$ cat config.mk
export PLATFORM = sky130hd
export DESIGN_NAME = tt_um_symmetry_detector
export DESIGN_NICKNAME = d
export VERILOG_FILES = /design/src/rtl/tt_um_symmetry_detector.sv
export SDC_FILE = /design/constraint.sdc
export NUM_CORES = 1
export LEC_CHECK = 0
export BUFFER_PORTS_ARGS = -buffer_cell sky130_fd_sc_hd__buf_2
export CAP_MARGIN = 20
export CORE_MARGIN = 5
export CORE_UTILIZATION = 30
export CTS_BUF_LIST = sky130_fd_sc_hd__clkbuf_16
export DETAILED_ROUTE_END_ITERATION = 6
export PLACE_DENSITY = 0.73
export SYNTH_ARGS = -nofsm -noshare
export SYNTH_HDL_FRONTEND = slang
export SYNTH_SLANG_ARGS = --single-unit
$ cat constraint.sdc
create_clock -name clk -period 2.9 [get_ports clk]
set_input_delay 0.145 -clock clk [delete_from_list [all_inputs] [get_ports clk]]
set_output_delay 0.145 -clock clk [all_outputs]
set_load 0.01 [all_outputs]
$ cat src/rtl/tt_um_symmetry_detector.sv
// Bit-palindrome detector: combinational mirror-pair check of ui_in, plus a
// registered copy of the symmetric flag and a saturating symmetric-sample count.
module tt_um_symmetry_detector (
  input  logic       clk,
  input  logic       rst_n,
  input  logic       ena,
  input  logic [7:0] ui_in,
  input  logic [7:0] uio_in,
  output logic [7:0] uo_out,
  output logic [7:0] uio_out,
  output logic [7:0] uio_oe
);

  logic [3:0] pair_mismatch;
  logic [2:0] mismatch_count;
  logic       symmetric;
  logic       sym_q;
  logic [2:0] cnt;
  logic       unused_ok;

  // Pair i compares bit i with its mirror bit 7-i.
  always_comb begin
    for (int i = 0; i < 4; i++) begin
      pair_mismatch[i] = ui_in[i] ^ ui_in[7-i];
    end
  end

  assign mismatch_count = {2'b00, pair_mismatch[0]} + {2'b00, pair_mismatch[1]}
                        + {2'b00, pair_mismatch[2]} + {2'b00, pair_mismatch[3]};
  assign symmetric = (pair_mismatch == 4'b0000);

  // Reset wins over ena; the count saturates at 7 instead of wrapping.
  always_ff @(posedge clk) begin
    if (!rst_n) begin
      sym_q <= 1'b0;
      cnt   <= 3'd0;
    end else if (ena) begin
      sym_q <= symmetric;
      if (symmetric && (cnt != 3'd7)) begin
        cnt <= cnt + 3'd1;
      end
    end
  end

  assign uo_out    = {cnt, sym_q, mismatch_count, symmetric};
  assign uio_out   = 8'h00;
  assign uio_oe    = 8'h00;
  assign unused_ok = &{1'b0, uio_in};

endmodule

==> results of run 1 <==
-- cell families (layout without fill, tap and decap cells) --
family,after synthesis,after routing,synth area share (%)
and+or+nand+nor,9,9,12.04
xor gates and xnor gates,5,5,10.03
adders and majority gates,5,5,14.33
muxes,4,4,9.169
AOI/OAI and AO/OA,1,1,1.720
DFF,4,4,18.34
other,1,16,0.8588
buffers and inverters,19,21,33.52
-- sequential cells by signal, summed over array words and instances (netlist names) --
register / cells
cnt: 3
sym_q: 1
-- placed cells by master (no fill, tap or decap) --
cell type and count:
nor4_2 1, xor2_1 5, nor2b_1 1, conb_1 16
clkbuf_16 3, nand2_1 5, a21o_1 1, and3b_1 1
ha_1 5, dfxtp_1 4, buf_2 18, mux2i_1 4
nand2b_1 1
-- metal layers --
layer,global-route usage [%],vias to the layer above,wire length (um)
met5,0,-,0
met4,8.065,0,19
met3,3.321,2,91
met2,13.80,16,475
met1,6.140,134,230
li1,-,155,-
-- power by group through the flow --
stage               logic [uW]  clock network [uW]  registers (uW)
floorplan                 64.2                   0            57.8
global placement          67.1                   0            57.6
detailed placement        70.1                   0            57.6
CTS                       70.1                 217            56.9
global route              79.3                 221            57.0
finish                    68.5                 213            56.9
-- per-stage QoR --
| stage | hold WS, ns | setup slack (ns) | total power, uW | util [%] |
|---|---|---|---|---|
| 6_report | 0.2144 | 1.178 | 338.1 | 39.77 |
| 5_1_grt | 0.2357 | 1.082 | 357.5 | 39.77 |
| 4_1_cts | 0.2197 | 1.164 | 343.7 | 39.77 |
| 3_5_place_dp | 0.4491 | 1.166 | 127.7 | 34.15 |
| 3_3_place_gp | 0.4384 | 1.204 | 124.7 | 34.15 |
| 2_1_floorplan | 0.2732 | 1.446 | 122.0 | - |
-- worst max path at each step --
stage	slack, ns	from	cells after the start	to
6_report	1.18	ui_in[7]	7	uo_out[2]
5_1_grt	1.08	ui_in[6]	7	uo_out[2]
4_1_cts	1.16	ui_in[6]	7	uo_out[2]
3_5_place_dp	1.17	ui_in[6]	7	uo_out[2]
3_3_place_gp	1.20	ui_in[6]	7	uo_out[2]
2_1_floorplan	1.45	ui_in[7]	5	uo_out[2]
-- tightest hold or removal path: cells and delay by family --
family / cells / cell delay, ns
buffers and inverters: 1 / 0.09
muxes: 1 / 0.07
and+or+nand+nor: 1 / 0.09
-- layout make-up --
| type | instances | area share, % |
|---|---|---|
| clock buffers | 3 | 14.15 |
| well taps | 15 | 3.538 |
| flip-flops and latches | 4 | 15.09 |
| repair buffers | 18 | 16.98 |
| multi-input cells | 40 | 50.24 |
==> impl_metrics.ini, run 1 <==
[global_routing]
grt_pass1_wl_mm = 1.186
antenna_found_initial = 0
grt_use_total_pct = 7.853
grt_max_degree = 8
grt_pass1_vias = 305
grt-ovfl-total = 0

[setup_path]
r2r_end = cnt[1]$_SDFFE_PN0P_
rr_worst_depth = 4
cp-end-kind = output port
rrSetupSlack_ns = 1.61
crit_chain = buf_2 -> xor2_1 -> xor2_1 -> ha_1 -> ha_1 -> ha_1 -> buf_2
path_max_fanout = 3
cp_slowest_cell = xor2_1
cpMostUsedCell = ha_1
r2r_start = cnt[0]$_SDFFE_PN0P_
cp.arrival_ns = 1.58
cp-start-kind = primary input
path_class = in -> out
slowest_delay_ns = 0.29
path_buf_inv = 2
critPathTopFamily = adder cells
crit_required_ns = 2.76

[place]
placement.cell_area_sq_um = 455.4
dp_cells = 77
hpwl_um = 715.1
portBuffers = 18
gp_congestion = 0.5871

[sta]
slew_violations = 0
min_period_ns = 1.722
finalSetupViolCount = 0
setup_tns_ns = 0
fin_crit_sh_pct = 59.37
skew_ns = 0.001350
fmax_mhz = 580.8
hold_viol = 0
rsz0062_at_grt = no

[clock_tree]
cts_setup_buffers = 0
cts_buffers = 3
htreeDepth = 1
cts_tree = built
cts_resized = 0
insertion_delay_ns = 0.22
clock_path_buffers = 2
clkTransAtPathRegs_ns = 0.03
cts_hold_buf = 0
cts_root_buf = clkbuf_16
cts.sinks = 4

[floorplanning]
ios = 43
die_y_um = 48.15
rows = 13
fp.dieArea_sq_um = 2318
start_util_pct = 32.74
core-area_sq_um = 1334
die_w_um = 48.15

[route]
routed_wirelength_um = 816
viasPerCell = 3.838
drtPass1Iterations = 4
drt_iter0_markers = 1
ant_nets = 0
drcViolationCount = 0
num_vias = 307
routedWlPerCell_um = 10.20

[job]
maxCapViolCount = 0

[pwr]
sw_frac_of_total_pct = 23.03
power.internal_uw = 260.2
pwr-share-comb_pct = 20.3
power_frac_seq_pct = 16.8
power_frac_clock_pct = 62.9
p_leak_uw = 0.0003041
power.density_nw_per_um2 = 637.3
p_switching_uw = 77.87
ir_worst_vdd_v = 0.0004182

[synth]
synthesis.area_sq_um = 436.7
yosys_most_used_dff = dfxtp_1
syn_area_per_cell_sq_um = 9.097
yosysMostFrequentCell = buf_4
yosys.area.top_type = buf_4
syn_inst = 48
yosys.area.top_type_share_pct = 30.95
synth_edf_count = 0
ys_seq_area_share_pct = 18.34
synth.yosys.warnings = 0
async_flop_share_pct = 0
synth_commonest_cells = 18 x buf_4, 5 x ha_1, 5 x nand2_1, 5 x xor2_1
synth-seq-cells = 4
yosys-top-cells-area = buf_4 31%, dfxtp_1 18%, ha_1 14%
yosysUniqueCellTypes = 13

[finish]
regArea_sq_um = 80.08
area.growth.synth_to_final_pct = 21.49
drive_above_1_share_pct = 33.85
nets = 91
antenna-diode-count = 0
finalNonFillerCells = 80
multiInputGateArea_sq_um = 266.5
fill_cells = 138
postLayoutCellArea_sq_um = 530.5

[status]
status = finished, final reports clean

[worst_hold_path]
holdPathStages = 3
hp-class = in -> reg
hp-start = ena
holdPathEnd = sym_q$_SDFFE_PN0P_
Note: power is estimated with default switching activity, not from simulation.
==> run 2: changes to the inputs <==
--- a/config.mk
+++ b/config.mk
@@ -5,13 +5,14 @@
 export SDC_FILE = /design/constraint.sdc
 export NUM_CORES = 1
 export LEC_CHECK = 0
+export ABC_AREA = 1
 export BUFFER_PORTS_ARGS = -buffer_cell sky130_fd_sc_hd__buf_2
 export CAP_MARGIN = 20
 export CORE_MARGIN = 5
 export CORE_UTILIZATION = 30
 export CTS_BUF_LIST = sky130_fd_sc_hd__clkbuf_16
 export DETAILED_ROUTE_END_ITERATION = 6
-export PLACE_DENSITY = 0.73
+export PLACE_DENSITY = 0.67
 export SYNTH_ARGS = -nofsm -noshare
 export SYNTH_HDL_FRONTEND = slang
 export SYNTH_SLANG_ARGS = --single-unit
==> constraint.sdc (replaced) <==
create_clock -name clk -period 1.6 [get_ports clk]
set_input_delay 0.08 -clock clk [delete_from_list [all_inputs] [get_ports clk]]
set_output_delay 0.08 -clock clk [all_outputs]
set_load 0.01 [all_outputs]
==> impl_metrics.ini, run 2 <==
[sta]
hold_viol = 0
setup_tns_ns = 0
fin_crit_sh_pct = 94.38
finalSetupViolCount = 0
fmax_mhz = 662.2
holdWs_ns = 0.1210
min_period_ns = 1.510
skew_ns = 0.0001844
rsz0062_at_grt = no
slew_violations = 0

[place]
hpwl_um = 858.9
placement.cell_area_sq_um = 609.3
portBuffers = 18
gp_congestion = 0.7686

[setup_path]
cp.arrival_ns = 1.43
r2r_end = cnt[0]$_SDFFE_PN0P_
crit_required_ns = 1.52
rr_worst_depth = 7
cp-end-kind = output port
path_class = in -> out
r2r_start = cnt[0]$_SDFFE_PN0P_
rrSetupSlack_ns = 0.41
path_max_fanout = 2
cp-start-kind = primary input

[synth]
yosysUniqueCellTypes = 14
yosys.area.top_type_share_pct = 24.16
yosys.area.top_type = buf_4
syn_area_per_cell_sq_um = 6.738
ys_seq_area_share_pct = 14.32
synth_commonest_cells = 21 x inv_1, 18 x buf_4, 15 x nand2_1
synth-seq-cells = 4
async_flop_share_pct = 0
syn_inst = 83
synthesis.area_sq_um = 559.3
yosys_most_used_dff = dfxtp_1
synth.yosys.warnings = 0
synth_edf_count = 0
yosys-top-cells-area = buf_4 24%, dfxtp_1 14%, inv_1 14%
yosysMostFrequentCell = inv_1

[route]
drcViolationCount = 0
drt_iter0_markers = 4
ant_nets = 0
routed_wirelength_um = 964
num_vias = 465
routedWlPerCell_um = 7.591
viasPerCell = 3.661
drtPass1Iterations = 4

[pwr]
p_leak_uw = 0.0004356
power.density_nw_per_um2 = 895.8
ir_worst_vdd_v = 0.0004917

[job]
maxCapViolCount = 0

[floorplanning]
rows = 15
core-area_sq_um = 1745
start_util_pct = 32.04
die_w_um = 53.18
fp.dieArea_sq_um = 2828
die_y_um = 53.18
ios = 43

[global_routing]
grt_use_total_pct = 7.710
grt-ovfl-total = 0
grt_max_degree = 7
grt_pass1_vias = 428
grt_pass1_wl_mm = 1.524
antenna_found_initial = 0

[worst_hold_path]
holdPathEnd = cnt[2]$_SDFFE_PN0P_
hp-start = rst_n
hp-class = in -> reg
holdPathStages = 3

[finish]
drive_above_1_share_pct = 32.35
final_cell_mix = 20 x inv_1, 18 x buf_2, 16 x conb_1
nets = 128
postLayoutCellArea_sq_um = 684.4
largest_register_ffs = 3
largestRegisters = cnt (3), sym_q (1)
regMostFlops = cnt
final_common_cell = inv_1
area.growth.synth_to_final_pct = 22.37
antenna-diode-count = 0

[clock_tree]
cts_buffers = 3
cts_setup_buffers = 0
cts_root_buf = clkbuf_16
insertion_delay_ns = 0.22
clkTransAtPathRegs_ns = 0.03
cts_tree = built
cts.sinks = 4
htreeDepth = 1
clock_path_buffers = 2

[status]
status = finished, final reports clean
==> run 2: cell types whose count changed after synthesis, moves of 3 or more <==
cell,before,now
xor2_1,5,0
nor2_1,0,3
nand2_1,5,15
mux2i_1,4,0
nand2_2,0,7
nand4_1,0,4
inv_1,0,21
==> run 2: layout make-up <==
type | instances | area [sq um]
clock buffers | 3 | 75.07
repair buffers | 19 | 97.59
fillers | 196 | 1061
inverters | 21 | 78.83
multi-input cells | 55 | 321.6
flip-flops and latches | 4 | 80.08
well taps | 25 | 31.28
==> run 2: repair_timing <==
action / CTS / global route
endpoints found under the setup margin: 0 / 1
hold buffers: 0 / 0
gates resized for setup: 0 / 1
==> run 2: logic make-up (layout without fill, tap and decap cells) <==
kind of cell               count (synthesis)  in the layout  share of synthesized area (%)
buffers and inverters                     39             43                          38.26
and+or+nand+nor                           33             33                          34.23
adders and majority gates                  5              5                          11.19
DFF                                        4              4                          14.32
other                                      1             16                         0.6705
AOI/OAI and AO/OA                          1              1                          1.343
==> run 2: worst max-delay path by stage <==
| stage | startpoint | end | slack, ns | cells past startpoint |
|---|---|---|---|---|
| floorplan | ui_in[1] | uo_out[2] | 0.27 | 8 |
| global placement | ui_in[1] | uo_out[2] | 0.09 | 10 |
| detailed placement | ui_in[1] | uo_out[2] | 0.06 | 10 |
| CTS | ui_in[1] | uo_out[2] | 0.06 | 10 |
| global route | ui_in[1] | uo_out[2] | 0.005 | 8 |
| finish | ui_in[6] | uo_out[2] | 0.09 | 10 |
==> run 2: per-layer routing <==
layer  GRT usage [%]  share of wire, %  routed length [um]
met1           6.711                37                 358
met2           13.22                49                 468
met5               0                 0                   0
met4           2.128                 0                   0
met3           6.479                14                 136
==> run 2: worst max-delay path, cell delays in order <==
cell     delay [ns]
buf_2          0.10
inv_1          0.05
nand2_2        0.05
nand2_2        0.07
nand2_4        0.05
and2_1         0.15
ha_1           0.29
ha_1           0.20
ha_1           0.26
buf_2          0.14
==> run 2: power breakdown <==
| part | total (uW) | internal [uW] | switching (uW) |
|---|---|---|---|
| combinational | 126 | 47.8 | 78.4 |
| clock | 383 | 319 | 64.4 |
| sequential | 104 | 102 | 1.36 |
| total | 613 | 469 | 144 |
==> run 2: through the flow <==
step           instances  power (uW)  util (%)  worst slack [ns]
6_report             127       613.1     39.21           0.08986
5_1_grt              127       652.5     39.21          0.004599
4_1_cts              127       622.6     39.21           0.05810
3_5_place_dp         124       232.0     34.91           0.06376
3_3_place_gp         124       229.7     34.91           0.08656
2_1_floorplan         98       223.8         -            0.2704
==> run 3: changes to the inputs <==
--- a/config.mk
+++ b/config.mk
@@ -5,14 +5,14 @@
 export SDC_FILE = /design/constraint.sdc
 export NUM_CORES = 1
 export LEC_CHECK = 0
-export ABC_AREA = 1
 export BUFFER_PORTS_ARGS = -buffer_cell sky130_fd_sc_hd__buf_2
 export CAP_MARGIN = 20
 export CORE_MARGIN = 5
 export CORE_UTILIZATION = 30
 export CTS_BUF_LIST = sky130_fd_sc_hd__clkbuf_16
 export DETAILED_ROUTE_END_ITERATION = 6
-export PLACE_DENSITY = 0.67
+export PLACE_DENSITY = 0.73
+export SKIP_LAST_GASP = 1
 export SYNTH_ARGS = -nofsm -noshare
 export SYNTH_HDL_FRONTEND = slang
 export SYNTH_SLANG_ARGS = --single-unit
==> impl_metrics.ini, run 3 (synthesized netlist as in run 1, its figures left out) <==
[global_routing]
grt_use_total_pct = 7.105
grt-ovfl-total = 0
grt_pass1_vias = 284
grt_max_degree = 8
grt_pass1_wl_mm = 1.069
antenna_found_initial = 0

[finish]
nets = 92
finalNonFillerCells = 81
final_cell_mix = 18 x buf_2, 16 x conb_1, 5 x nand2_1, 5 x ha_1
regMostFlops = cnt
largest_register_ffs = 3
final_common_cell = buf_2
area.growth.synth_to_final_pct = 24.93
drive_above_1_share_pct = 36.36
largestRegisters = cnt (3), sym_q (1)
antenna-diode-count = 0
fin_util_pct = 40.90

[clock_tree]
clkTransAtPathRegs_ns = 0.03
cts.sinks = 4
cts_root_buf = clkbuf_16
clock_path_buffers = 2
cts_resized = 0
insertion_delay_ns = 0.22
htreeDepth = 1
cts_buffers = 3
cts_setup_buffers = 0
cts_hold_buf = 0
cts_tree = built

[setup_path]
crit_required_ns = 1.52
cp-start-kind = primary input
cp.arrival_ns = 1.45
path_max_fanout = 3
r2r_start = cnt[0]$_SDFFE_PN0P_
rr_worst_depth = 4
path_class = in -> out
rrSetupSlack_ns = 0.33
r2r_end = cnt[2]$_SDFFE_PN0P_
cp-end-kind = output port

[pwr]
pwr-share-comb_pct = 21.0
power_frac_clock_pct = 62.2
p_switching_uw = 139.1
power_frac_seq_pct = 16.8
sw_frac_of_total_pct = 22.65
ir_worst_vdd_v = 0.001117
power.internal_uw = 475.0
power.density_nw_per_um2 = 1126
p_leak_uw = 0.0003102

[route]
viasPerCell = 3.926
ant_nets = 0
num_vias = 318
routed_wirelength_um = 788
drtPass1Iterations = 4
drt_iter0_markers = 2
routedWlPerCell_um = 9.728
drcViolationCount = 0

[place]
hpwl_um = 706.5
gp_congestion = 0.5821
portBuffers = 18
dp_cells = 78

[job]
maxCapViolCount = 0

[worst_hold_path]
hp-start = ena
hp-class = in -> reg
holdPathEnd = sym_q$_SDFFE_PN0P_
holdPathStages = 3

[floorplanning]
rows = 13
fp.dieArea_sq_um = 2318
ios = 43
core-area_sq_um = 1334
die_y_um = 48.15
die_w_um = 48.15
start_util_pct = 32.74

[sta]
fmax_mhz = 654.1
holdWs_ns = 0.1557
hold_viol = 0
setup_tns_ns = 0
finalSetupViolCount = 0
fin_crit_sh_pct = 95.55
min_period_ns = 1.529
slew_violations = 0
skew_ns = 0.003342
rsz0062_at_grt = no

[status]
status = finished, final reports clean
[run 3: cell count changes in the layout (fill, tap and decap cells not counted), moves of 3 or more]
cell     previous run  this run
inv_1              20         0
nand2_1            15         5
nand2_2             7         0
mux2i_1             0         4
nand4_1             4         0
xor2_1              0         4
nor2_1              3         0
[run 3: area by class of cell]
class	count	area, sq um
multi-input cells	40	274.0
clock buffers	3	75.07
flip-flops and latches	4	80.08
repair buffers	19	97.59
fillers	147	788.3
well taps	15	18.77
[run 3: worst max-delay path, stage by stage]
cell and delay [ns]:
buf_2 0.11, xor2_2 0.19, xor2_1 0.17, ha_1 0.30
ha_1 0.20, ha_1 0.26, buf_2 0.14
[run 3: how the worst max path moves through the flow]
stage / startpoint / to / slack (ns) / cells past startpoint
final: ui_in[7] / uo_out[2] / 0.07 / 7
after global placement: ui_in[7] / uo_out[2] / 0.03 / 7
after CTS: ui_in[7] / uo_out[2] / 0.004 / 7
after global routing: ui_in[7] / uo_out[2] / 0.004 / 7
after detailed placement: ui_in[7] / uo_out[2] / 0.008 / 7
after floorplan: ui_in[7] / uo_out[2] / 0.28 / 5
[run 3: power by group through the flow]
stage / Clock [uW] / Sequential [uW] / Combinational (uW)
after global routing: 404 / 103 / 150
after global placement: 0 / 104 / 125
after floorplan: 0 / 105 / 116
after CTS: 389 / 103 / 130
after detailed placement: 0 / 105 / 130
final: 382 / 103 / 129
[run 3: metal layers]
layer  GRT usage [%]  part of all wire, %
met5               0                    0
met4           4.839                  2.8
met3           4.428                   12
met2           11.20                   55
met1           6.798                   30
[run 3: per-stage QoR]
step           total power [uW]  instance area (sq um)  worst slack (ns)
2_1_floorplan             221.1                  493.0            0.2760
3_3_place_gp              229.8                  462.9           0.03227
3_5_place_dp              234.2                  462.9          0.007599
4_1_cts                   622.7                  538.0          0.003920
5_1_grt                   657.5                  545.5          0.004226
6_report                  614.0                  545.5           0.07122
